$ cat src/rtl/gf180mcu_fd_sc_mcu9t5v0__dffsnq_pipe.sv
`default_nettype none
// +----------------------------------------------------------------------------+
// | Module  : gf180mcu_fd_sc_mcu9t5v0__dffsnq_pipe                             |
// | Purpose : WIDTH x DEPTH preset-type register pipeline with load enable,    |
// |           full-chain scan shift and a fill-tracking valid flag.            |
// | Option  : GF180_DFFSNQ_PIPE_NOTIFIER_EN adds the timing-check notifier     |
// |           input; any change on it corrupts every stage bit to X and        |
// |           clears the fill counter.                                         |
// | Rev     : 1.0  initial release                                             |
// +----------------------------------------------------------------------------+
module gf180mcu_fd_sc_mcu9t5v0__dffsnq_pipe #(
  parameter int              WIDTH = 4,
  parameter int              DEPTH = 2,
  parameter logic [WIDTH-1:0] INIT = {WIDTH{1'b1}}
) (
  input  logic             CLK,
  input  logic             RST,
  input  logic             EN,
  input  logic             SE,
  input  logic             SI,
`ifdef GF180_DFFSNQ_PIPE_NOTIFIER_EN
  input  logic             notifier,
`endif
  input  logic [WIDTH-1:0] D,
  output logic [WIDTH-1:0] Q,
  output logic             SO,
  output logic             VLD
);

  // Scan chain spans every bit of every stage; stage 0 bit 0 is the head.
  localparam int CHAIN_W = DEPTH * WIDTH;
  // Counter must be able to hold the value DEPTH itself.
  localparam int CNT_W   = $clog2(DEPTH + 1);
  localparam logic [CNT_W-1:0] c_depth = CNT_W'(DEPTH);
  localparam logic [CNT_W-1:0] c_one   = CNT_W'(1);

  logic [WIDTH-1:0]   stage_q [DEPTH];
  logic [WIDTH-1:0]   stage_d [DEPTH];
  logic [CNT_W-1:0]   cnt_q;
  logic [CNT_W-1:0]   cnt_d;
  logic               vld_q;
  logic               vld_d;

  logic [CHAIN_W-1:0] chain_w;
  logic [CHAIN_W-1:0] chain_shift_w;

  // Flatten the stages into one vector so that a scan shift is a single
  // left shift: stage[s][WIDTH-1] naturally feeds stage[s+1][0].
  genvar gs;
  generate
    for (gs = 0; gs < DEPTH; gs++) begin : g_pack
      assign chain_w[gs*WIDTH +: WIDTH] = stage_q[gs];
    end
  endgenerate

  // A one-bit chain has nothing to shift along; SI simply replaces it.
  generate
    if (CHAIN_W == 1) begin : g_shift_single
      assign chain_shift_w = SI;
    end else begin : g_shift_multi
      assign chain_shift_w = {chain_w[CHAIN_W-2:0], SI};
    end
  endgenerate

  // Next-state selection: scan beats functional load, otherwise hold.
  always_comb begin
    for (int s = 0; s < DEPTH; s++) begin
      stage_d[s] = stage_q[s];
    end
    cnt_d = cnt_q;

    if (SE) begin
      for (int s = 0; s < DEPTH; s++) begin
        stage_d[s] = chain_shift_w[s*WIDTH +: WIDTH];
      end
      // Scanned-in contents are not functional data, so fill restarts.
      cnt_d = '0;
    end else if (EN) begin
      stage_d[0] = D;
      for (int s = 1; s < DEPTH; s++) begin
        stage_d[s] = stage_q[s-1];
      end
      // Saturate at DEPTH so VLD never drops while the pipe keeps flowing.
      cnt_d = (cnt_q == c_depth) ? cnt_q : cnt_q + c_one;
    end

    vld_d = (cnt_d == c_depth);
  end

`ifdef GF180_DFFSNQ_PIPE_NOTIFIER_EN
  logic notifier_seen_q;

  // State register with async preset plus notifier-triggered X corruption;
  // a notifier change is recognised by comparing against its last seen value.
  always_ff @(posedge CLK or posedge RST or posedge notifier or negedge notifier) begin
    notifier_seen_q <= notifier;
    if (RST) begin
      for (int s = 0; s < DEPTH; s++) begin
        stage_q[s] <= INIT;
      end
      cnt_q <= '0;
      vld_q <= 1'b0;
    end else if (notifier != notifier_seen_q) begin
      for (int s = 0; s < DEPTH; s++) begin
        stage_q[s] <= 'x;
      end
      cnt_q <= '0;
      vld_q <= 1'b0;
    end else begin
      for (int s = 0; s < DEPTH; s++) begin
        stage_q[s] <= stage_d[s];
      end
      cnt_q <= cnt_d;
      vld_q <= vld_d;
    end
  end
`else
  // State register with asynchronous preset to INIT.
  always_ff @(posedge CLK or posedge RST) begin
    if (RST) begin
      for (int s = 0; s < DEPTH; s++) begin
        stage_q[s] <= INIT;
      end
      cnt_q <= '0;
      vld_q <= 1'b0;
    end else begin
      for (int s = 0; s < DEPTH; s++) begin
        stage_q[s] <= stage_d[s];
      end
      cnt_q <= cnt_d;
      vld_q <= vld_d;
    end
  end
`endif

  assign Q   = stage_q[DEPTH-1];
  assign SO  = stage_q[DEPTH-1][WIDTH-1];
  assign VLD = vld_q;

endmodule
`default_nettype wire

$ cat config.mk
export PLATFORM = sky130hd
export DESIGN_NAME = gf180mcu_fd_sc_mcu9t5v0__dffsnq_pipe
export DESIGN_NICKNAME = d
export VERILOG_FILES = /design/src/rtl/gf180mcu_fd_sc_mcu9t5v0__dffsnq_pipe.sv
export SDC_FILE = /design/constraint.sdc
export NUM_CORES = 1
export LEC_CHECK = 0
export BUFFER_PORTS_ARGS = -buffer_cell sky130_fd_sc_hd__buf_2
export CAP_MARGIN = 10
export CORE_AREA = 4 4 41 43
export DETAILED_ROUTE_END_ITERATION = 16
export DIE_AREA = 0 0 45 47
export PLACE_DENSITY = 0.77
export SLEW_MARGIN = 20
export SYNTH_ARGS = -nofsm -noshare
export SYNTH_HDL_FRONTEND = slang
export SYNTH_SLANG_ARGS = --single-unit
$ cat constraint.sdc
create_clock -name CLK -period 1.6 [get_ports CLK]
set_input_delay 0.08 -clock CLK [delete_from_list [all_inputs] [get_ports CLK]]
set_output_delay 0.08 -clock CLK [all_outputs]
set_load 0.02 [all_outputs]
==> metrics.txt <==
Slew Limit Fails=0; number of flops mapped to enable cells by yosys=0; final instance area=637 um2; Yosys reg bits=11; largest net degree at the start of global routing=20; top cell family by delay on the critical path=flip-flops; Die X=45 um; Worst-Margin Slew=0.407 ns; Avg Cell Area, Syn=10.7 um2; CTS clock-pin slew for the worst setup and hold paths=0.07 ns; Routed WL per cell=11.8 um; Max Cap Violations=0; critical path's slowest cell=dfstp_2; crit path DAT=0.99 ns; CTS sink cnt=11; Mapped Cells=53; WP buf/inv=1; Worst Path Max Fanout=3; # H-tree levels=1; antenna violations before repair=0; Slew Limit Headroom=0.728; cell with the most instances after synthesis=mux2i_1; largest stage delay on the critical path=0.55 ns; die span in y=between 40 and 50 um; maximum vdd ir drop=between 0.4 and 0.5 mV; GRT overflow=0; Die Area=0.00212 mm2; Routed WL=941 um; synth unique cells=15; status=complete, no violations; first-pass GRT wire length=1790 um; WP data required=1.52 ns; post-synthesis sequential area ratio=0.504; final hold slack=0.0180 ns; WS Path Type=reg -> out; DR pass1 iterations=4; CTS hold repair buffers=1; CTS tree=built; fin crit share=0.666; Clock Latency Late Sink=0.28 ns; RSZ-0062 raised after global routing=no; Syn Std Cell Area=around 570 um2; final number of hold-violating endpoints=0; Tmin final=1.07 ns; nature of the critical path endpoint=output pin; share of Yosys cell area claimed by the top area cell type=0.372; Via Count=394; Synth Flop Type=dfstp_2; Synth area leaders=dfstp_2 (37%), mux2i_1 (18%), dfrtp_1 (13%); drt via density=about 4.9; Hold Path Class=in -> reg; Worst Slack Setup Final=0.535 ns; most frequent cells after synthesis=mux2i_1 (10), dfstp_2 (8), nand2_1 (8); setup TNS=0 ns; Critical Path Start Type=register; Port Buf Inserts=14; core area=~0.0013 mm2; Syn-to-layout area delta=12.6%; final setup fails=0; Post-Place Cell Area=601 um2; # diodes=0; NumNets Final=76; asr flop ratio synth=1.00; Detail Route Antenna Nets=0; total CTS buffers=3; Setup Fix Bufs, Post-CTS=0; post-cts resize count=0; Clock Tree Buf Depth=2; # rows=13; DRC Markers=0; dpl ws=0.562 ns; GRT Resource Usage Total=0.119; Placer Congestion=between 0.6 and 0.7; cell taking the most area after synthesis=dfstp_2; initial drt markers=5; Net Count, Synth=63; Tot Pwr=between 0.6 and 0.7 mW; Fmax=around 940 MHz; num ports=15; critical path cell sequence=buf_2; Root Buffer=clkbuf_4; fraction of layout cells with a size suffix above 1=0.400; clk_skew=0.00295 ns; leakage=roughly 0.31 nW; vias in the first global route=between 300 and 400; Pwr per Cell Area=1090 mW/mm2; Initial Util=0.435; Warnings, synthesis=0
[kinds of logic after synthesis]
kind of cell | Yosys count | synth area share
buf+inv | 10 | 0.115
mux | 10 | 0.177
simple gates | 12 | 0.0951
flops | 11 | 0.504
compound gates | 9 | 0.0863
fa+ha+maj | 1 | 0.0221
[flip-flops by register name, indices dropped and copies added (netlist names)]
register       flops
Q                  4
chain_shift_w      4
cnt_q              2
VLD                1
[per-layer routing]
layer  track usage  wire, um  vias up
met3        0.0268        69        3
met5             0         0        -
met1         0.159       400      184
met4        0.0877        24        0
met2         0.169       447       12
li1              -         -      195
[per-stage QoR]
step                      utilization  std cells
after global routing            0.489         80
after detailed placement        0.462         75
final                           0.489         80
after floorplan                     -         53
after global placement          0.462         75
after CTS                       0.489         80
[worst paths after layout]
| path | start | slack, ns | to | depth (start not counted) |
|---|---|---|---|---|
| hold / removal | SI | 0.02 | chain_shift_w[1] | 3 |
| hold reg to reg | chain_shift_w[3] | 0.48 | chain_shift_w[4] | 2 |
| min in group asynchronous | RST | 0.33 | VLD | 3 |
| max in group asynchronous | RST | 0.95 | chain_shift_w[2] | 3 |
| setup / recovery | Q[1] | 0.53 | Q[1] | 1 |
| setup reg to reg | cnt_q[0] | 0.57 | cnt_q[1] | 4 |
[placed cells by master, fill, tap and decap left out, types with 2 or more instances in the layout]
cell type | synthesis | final
o21ai_1 | 7 | 7
mux2i_1 | 10 | 10
buf_2 | 1 | 14
inv_1 | 3 | 3
dfstp_2 | 8 | 8
dfrtp_1 | 3 | 3
clkbuf_4 | 0 | 3
nand2_1 | 8 | 8
nor2_1 | 2 | 2
[final cells by class]
type / count / area [um2]
Tap cell: 15 / 18.8
Clock buffer: 4 / 26.3
Fill cell: 137 / 664
Inverter: 3 / 11.3
Sequential cell: 11 / 285
Timing Repair Buffer: 15 / 80.1
Multi-Input combinational cell: 32 / 215
[where the power goes]
group | switching (mW) | internal, mW | total (mW)
sequential | 0.0240 | 0.331 | 0.355
combinational | 0.0811 | 0.0585 | 0.140
clock | 0.100 | 0.0968 | 0.197
total | 0.205 | 0.487 | 0.692
Note: power is estimated with default switching activity, not from simulation.
